==> config.mk <==
export PLATFORM = sky130hd
export DESIGN_NAME = multicycle_ctrl
export DESIGN_NICKNAME = d
export VERILOG_FILES = /design/src/rtl/multicycle_ctrl.sv
export SDC_FILE = /design/constraint.sdc
export NUM_CORES = 1
export LEC_CHECK = 0
export ABC_AREA = 1
export CAP_MARGIN = 20
export CORE_MARGIN = 4
export CORE_UTILIZATION = 36
export CTS_BUF_LIST = sky130_fd_sc_hd__clkbuf_16
export DETAILED_ROUTE_END_ITERATION = 16
export PLACE_DENSITY = 0.85
export SLEW_MARGIN = 0
export SYNTH_ARGS = -nofsm -noshare
export SYNTH_HDL_FRONTEND = slang
export SYNTH_SLANG_ARGS = --single-unit
export TNS_END_PERCENT = 50
==> constraint.sdc <==
create_clock -name clk -period 1.4 [get_ports clk]
set_input_delay 0.28 -clock clk [delete_from_list [all_inputs] [get_ports clk]]
set_output_delay 0.28 -clock clk [all_outputs]
set_load 0.01 [all_outputs]
==> src/rtl/multicycle_ctrl.sv <==
// Multicycle MIPS control FSM: sequences fetch, decode, execute, memory and
// writeback over a shared memory port, stalling on mem_ready.
// Optional macro ILLEGAL_TRAP_EN: unsupported opcodes enter TRAP and redirect
// the PC to TRAP_VECTOR. Without it they retire as a NOP.
module multicycle_ctrl #(
  parameter logic [31:0] TRAP_VECTOR = 32'h0000_0080
) (
  input  logic       clk,
  input  logic       rst_n,
  input  logic [5:0] opcode,
  input  logic       zero,
  input  logic       mem_ready,
  output logic       PCWrite,
  output logic       PCWriteCond,
  output logic       IorD,
  output logic       MemRead,
  output logic       MemWrite,
  output logic       IRWrite,
  output logic       MemtoReg,
  output logic       RegDst,
  output logic       RegWrite,
  output logic       ALUSrcA,
  output logic [1:0] ALUSrcB,
  output logic [1:0] ALUOp,
  output logic [1:0] PCSource,
  output logic       illegal_op,
  output logic [3:0] state
);

  typedef enum logic [3:0] {
    FETCH  = 4'd0,
    DECODE = 4'd1,
    MEMADR = 4'd2,
    MEMRD  = 4'd3,
    MEMWB  = 4'd4,
    MEMWR  = 4'd5,
    EXEC   = 4'd6,
    RWB    = 4'd7,
    BRANCH = 4'd8,
    JUMP   = 4'd9,
    ADDIEX = 4'd10,
    ADDIWB = 4'd11,
    TRAP   = 4'd12
  } state_t;

  localparam logic [5:0] OP_LW   = 6'b100011;
  localparam logic [5:0] OP_SW   = 6'b101011;
  localparam logic [5:0] OP_RTYP = 6'b000000;
  localparam logic [5:0] OP_BEQ  = 6'b000100;
  localparam logic [5:0] OP_J    = 6'b000010;
  localparam logic [5:0] OP_ADDI = 6'b001000;

  state_t cur_state, nxt_state;

  // The vector value itself is applied by the datapath PC mux (PCSource=11);
  // the controller only selects it.
  logic unused_trap_vector;
  assign unused_trap_vector = ^TRAP_VECTOR;

  assign state = cur_state;

  // State register; reset abandons any instruction in flight.
  always_ff @(posedge clk or negedge rst_n) begin
    if (!rst_n) cur_state <= FETCH;
    else        cur_state <= nxt_state;
  end

  // Next-state and control decode; everything held at zero during reset.
  always_comb begin
    nxt_state   = FETCH;
    PCWrite     = 1'b0;
    PCWriteCond = 1'b0;
    IorD        = 1'b0;
    MemRead     = 1'b0;
    MemWrite    = 1'b0;
    IRWrite     = 1'b0;
    MemtoReg    = 1'b0;
    RegDst      = 1'b0;
    RegWrite    = 1'b0;
    ALUSrcA     = 1'b0;
    ALUSrcB     = 2'b00;
    ALUOp       = 2'b00;
    PCSource    = 2'b00;
    illegal_op  = 1'b0;
    if (rst_n) begin
      case (cur_state)
        FETCH: begin
          MemRead = 1'b1;
          ALUSrcB = 2'b01;
          IRWrite = mem_ready;
          PCWrite = mem_ready;
          nxt_state = mem_ready ? DECODE : FETCH;
        end
        DECODE: begin
          ALUSrcB = 2'b11;
          case (opcode)
            OP_LW, OP_SW: nxt_state = MEMADR;
            OP_RTYP:      nxt_state = EXEC;
            OP_BEQ:       nxt_state = BRANCH;
            OP_J:         nxt_state = JUMP;
            OP_ADDI:      nxt_state = ADDIEX;
`ifdef ILLEGAL_TRAP_EN
            default:      nxt_state = TRAP;
`else
            default:      nxt_state = FETCH;
`endif
          endcase
        end
        MEMADR: begin
          ALUSrcA = 1'b1;
          ALUSrcB = 2'b10;
          nxt_state = (opcode == OP_SW) ? MEMWR : MEMRD;
        end
        MEMRD: begin
          MemRead = 1'b1;
          IorD    = 1'b1;
          nxt_state = mem_ready ? MEMWB : MEMRD;
        end
        MEMWB: begin
          RegWrite = 1'b1;
          MemtoReg = 1'b1;
        end
        MEMWR: begin
          MemWrite = 1'b1;
          IorD     = 1'b1;
          nxt_state = mem_ready ? FETCH : MEMWR;
        end
        EXEC: begin
          ALUSrcA = 1'b1;
          ALUOp   = 2'b10;
          nxt_state = RWB;
        end
        RWB: begin
          RegWrite = 1'b1;
          RegDst   = 1'b1;
        end
        BRANCH: begin
          ALUSrcA     = 1'b1;
          ALUOp       = 2'b01;
          PCWriteCond = 1'b1;
          PCSource    = 2'b01;
        end
        JUMP: begin
          PCWrite  = 1'b1;
          PCSource = 2'b10;
        end
        ADDIEX: begin
          ALUSrcA = 1'b1;
          ALUSrcB = 2'b10;
          nxt_state = ADDIWB;
        end
        ADDIWB: begin
          RegWrite = 1'b1;
        end
`ifdef ILLEGAL_TRAP_EN
        TRAP: begin
          illegal_op = 1'b1;
          PCWrite    = 1'b1;
          PCSource   = 2'b11;
        end
`endif
        default: nxt_state = FETCH;
      endcase
    end
  end

endmodule

Yosys cells after proc, flatten, opt, wreduce, memory -nomap -nowiden --
Cells that the tools add are included.
Storage, ports and cells: input bits 10, output and inout port bits 21, word-level logic and storage cells 58, register bits 4
Operators by class: equality and inequality tests 16, reductions and logical operators 8, mux-type cells 33
Operators by type and width (count):
- $pmux 4 s7 | 1
- $mux 1 | 20
- $pmux 4 s5 | 1
- $eq 4x3->1 const B | 4
- $eq 4x4->1 const B | 4
- $eq 6x6->1 const B | 2
- $mux 3 | 3
- $eq 4x2->1 const B | 2
- $pmux 2 s2 | 2
- $reduce_or 2->1 | 4
- $eq 6x2->1 const B | 1
- $eq 6x3->1 const B | 1
- $eq 6x4->1 const B | 1
- $logic_not 6->1 | 1
- $mux 2 | 3
- $pmux 2 s3 | 1
- $eq 4x1->1 const B | 1
- $logic_not 4->1 | 1
- $mux 4 | 1
- $reduce_or 4->1 | 1
- $reduce_or 3->1 | 1
- $pmux 1 s2 | 1

Logic depth before layout (Yosys ltp) --
depth in word-level cells 5, gate-level depth with buffers 8, gate-level depth less buffers 8

Worst setup path after synthesis --
Ideal clock, no wire load.
path kind reg-to-output, start register cur_state[0] (netlist: state[0]), end output port PCSource[0], stages on the path, launching flop included 5, buffers on the path 1, arrival 1.320 ns, setup slack -0.200 ns, data required time 1.120 ns, cell sequence dfrtp_1 -> nor2_1 -> inv_1 -> nor4_1 -> buf_4
On the way: cells in the longest elaborated chain, start to end 3, elaborated cells between the ends (all ways) 4, those cells by class eq/ne: 2; mux: 2
RTL lines:
- from (decl) | line 53 | state_t cur_state, nxt_state;
- from (signal assigned) | line 65 | else cur_state <= nxt_state;
- $eq 4x4->1 | line 86 | case (cur_state)
- $pmux 2 s2 * | line 86
- $mux 2 * | line 85 | if (rst_n) begin
- to (decl) | line 25 | output logic [1:0] PCSource,
Every way passes the cells marked *; elsewhere a longest branch is shown, timed or not.

Worst setup path in the final report --
start register cur_state[3] (netlist: state[3]), end output port ALUSrcA
On the way: cells in the longest elaborated chain, start to end 4, elaborated cells between the ends (all ways) 7, those cells by class eq/ne: 4; mux: 2; reduce/logical: 1
RTL lines:
- $eq 4x4->1, or another cell as far along | line 86
- $reduce_or 4->1 (no line) *
- $mux 1 * | line 86
- $mux 1 * | line 85
- to (decl) | line 22 | output logic ALUSrcA,
Marks and branches as above.

==> impl_metrics.json <==
{
  "status": "finished with violations",
  "violations": "negative setup slack",
  "antenna_cells": 0,
  "slowest_delay_ps": 440,
  "cts_buffers": 3,
  "avgViaCountPerCell": 5.42,
  "final_cell_area_um2": 1220,
  "layout_commonest_cell": "buf_4",
  "detail_route.first_pass.iterations": 4,
  "rsz0062_at_grt": "true",
  "ys_ff_latch": 4,
  "skew_ps": 0.515,
  "nNetsFinal": 175,
  "syn-num-nets": 113,
  "startpoint_type": "flop",
  "crit_required_ps": 1120,
  "synth_area_um2": 531,
  "cp_top_family": "flip-flops",
  "root_buffer": "clkbuf_16",
  "max_freq_mhz": 542,
  "antenna_left": 0,
  "portBuffers": 28,
  "grt_pass1_vias": 936,
  "netlist_instances": 103,
  "drc": 0,
  "globalRouteOverflowTotal": 0,
  "cts.clk_slew.worst_paths_ps": 30,
  "crit_slowest_cell": "dfrtp_2",
  "grt_max_degree": 10,
  "htree_levels": 1,
  "crit_path_max_fanout": 4,
  "drt_iter0_markers": 27,
  "max-cap-violations": 0,
  "fill_cells": 62,
  "reg2reg_depth": 10,
  "critical_path.endpoint": "ALUSrcA",
  "cp.depth": 7,
  "clk_latency_ps": 220,
  "die_w_um": 46.4,
  "ctsHoldBuffers": 0,
  "cts.sinks": 4,
  "min_path_type": "in2async",
  "timing.critical_path.arrival_ps": 1570,
  "yosys_warnings": 0,
  "r2r-start": "state[1]$_DFF_PN0_",
  "ys_seq_area_share_pct": 18.9,
  "antenna_found_initial": 0,
  "largest_reg_flops": 4,
  "die_area_um2": 2150,
  "routed_wire_length_per_instance_um": 16.9,
  "vias": 965,
  "timing.setup.tns_ps": -4410,
  "crit_start": "state[3]$_DFF_PN0_",
  "areaGrowthSynthToFinish_pct": 130,
  "hold_viol_final": 0,
  "tritoncts": "yes",
  "start_util_pct": 39.3,
  "ff2ff_setup_slack_ps": -230,
  "dp_slack_ps": -678,
  "reg2reg_to": "state[0]$_DFF_PN0_",
  "ir_worst_vdd_mv": 0.827,
  "path_cells": "inv_4, nor2_4, nand2_2, nand2_1, a21oi_1, a21oi_2, buf_2",
  "setup_viol": 20,
  "hpwl_um": 1550,
  "numPlacedInstances": 168,
  "row_count": 13,
  "drt-total-wl_um": 3010,
  "cp.buffers_inverters": 2,
  "ioPinCount": 31,
  "period_needed_ps": 1850,
  "period_share_pct": 132,
  "crit_type": "reg2out",
  "drive_above_1_share_pct": 55.2,
  "final_cell_mix": "buf_4, nor2_1, nand2_1",
  "gr-usage-all-layers_pct": 24.9,
  "place.gp.congestion": 0.811,
  "slew_viol_final": 0,
  "core_area_um2": 1350,
  "netlist-cell-type-count": 17,
  "dpl_cell_area_um2": 1020,
  "setup_ws_ps": -446,
  "dieHeight_um": 46.4,
  "endpoint_kind": "output port",
  "powerDensity_nw_per_um2": 608,
  "leakagePower_nw": 0.658,
  "grt_pass1_wl_um": 3770,
  "cts_buffer_depth": 2,
  "syn_area_per_cell_um2": 5.15,
  "fin_cells": 178
}
## cell type report
| class | instances | area, µm² | area share, % |
|---|---|---|---|
| Tap cell | 15 | 18.8 | 1.54 |
| Inverter | 17 | 71.3 | 5.85 |
| Sequential cell | 4 | 105 | 8.62 |
| Multi-Input combinational cell | 79 | 485 | 39.8 |
| Clock buffer | 3 | 75.1 | 6.15 |
| Timing Repair Buffer | 60 | 464 | 38.1 |
## metrics by stage
stage / utilization, % / total power, mW / hold WS, ps
6_report: 90.4 / 0.742 / 196
5_1_grt: 90.4 / 0.768 / 210
4_1_cts: 85.2 / 0.722 / 163
3_5_place_dp: 75.3 / 0.274 / 591
3_3_place_gp: 75.3 / 0.270 / 587
2_1_floorplan: - / 0.183 / -15.6
## report_power, final
group / internal (mW) / total (mW) / switching, mW
combinational: 0.0853 / 0.182 / 0.0970
clock: 0.364 / 0.433 / 0.0691
sequential: 0.119 / 0.127 / 0.00758
total: 0.569 / 0.742 / 0.174
## per-layer routing
metal	GRT usage (%)	part of all wire [%]	up-vias	routed length, µm
met2	48.9	50	68	1500
met5	0	0	-	0
met1	23.4	36	441	1080
met4	14.2	4.9	0	146
met3	4.30	9.4	16	282
li1	-	-	440	-
## Yosys cell counts
library cell / n / area, µm²
nand2_1: 24 / 90.1
buf_4: 2 / 15.0
nand3_1: 12 / 60.1
nor2_2: 3 / 18.8
inv_1: 16 / 60.1
nor3_1: 2 / 10.0
xor2_1: 1 / 8.76
a21oi_1: 7 / 35.0
dfrtp_1: 4 / 100
nor2_1: 24 / 90.1
inv_2: 1 / 3.75
nand2_2: 1 / 6.26
conb_1: 1 / 3.75
a31oi_1: 1 / 6.26
nor4_1: 2 / 12.5
clkbuf_1: 1 / 3.75
and2_1: 1 / 6.26
## cell families after synthesis
kind of cell | Yosys count | share of synthesized area, %
AND/OR/NAND/NOR | 69 | 55.4
buffers and inverters | 20 | 15.6
AO/OA/AOI/OAI | 8 | 7.78
flip-flops | 4 | 18.9
XOR/XNOR | 1 | 1.65
other | 1 | 0.707
## worst reg2reg max path, delay by kind of cell (launching register included)
family                 cells  cell delay [ps]
and+or+nand+nor            4              360
AOI/OAI and AO/OA          1              110
buffers and inverters      5              580
DFF                        1              430
## how the worst min path moves through the flow
stage | cells after the start | slack (ps) | to | start
2_1_floorplan | 0 | -20 | state[0]$_DFF_PN0_ | rst_n
3_3_place_gp | 2 | 590 | state[3]$_DFF_PN0_ | rst_n
3_5_place_dp | 2 | 590 | state[3]$_DFF_PN0_ | rst_n
4_1_cts | 2 | 160 | state[1]$_DFF_PN0_ | rst_n
5_1_grt | 2 | 210 | state[0]$_DFF_PN0_ | rst_n
6_report | 2 | 200 | state[1]$_DFF_PN0_ | rst_n
## timing repair
item / 4_1_cts / 5_1_grt
pin swaps: 6 / 8
gates resized for setup: 109 / 19
hold endpoints to repair: 0 / 0
endpoints found under the setup margin: 21 / 21
buffers inserted: 6 / 2
Power figures use the tool's default switching activity.
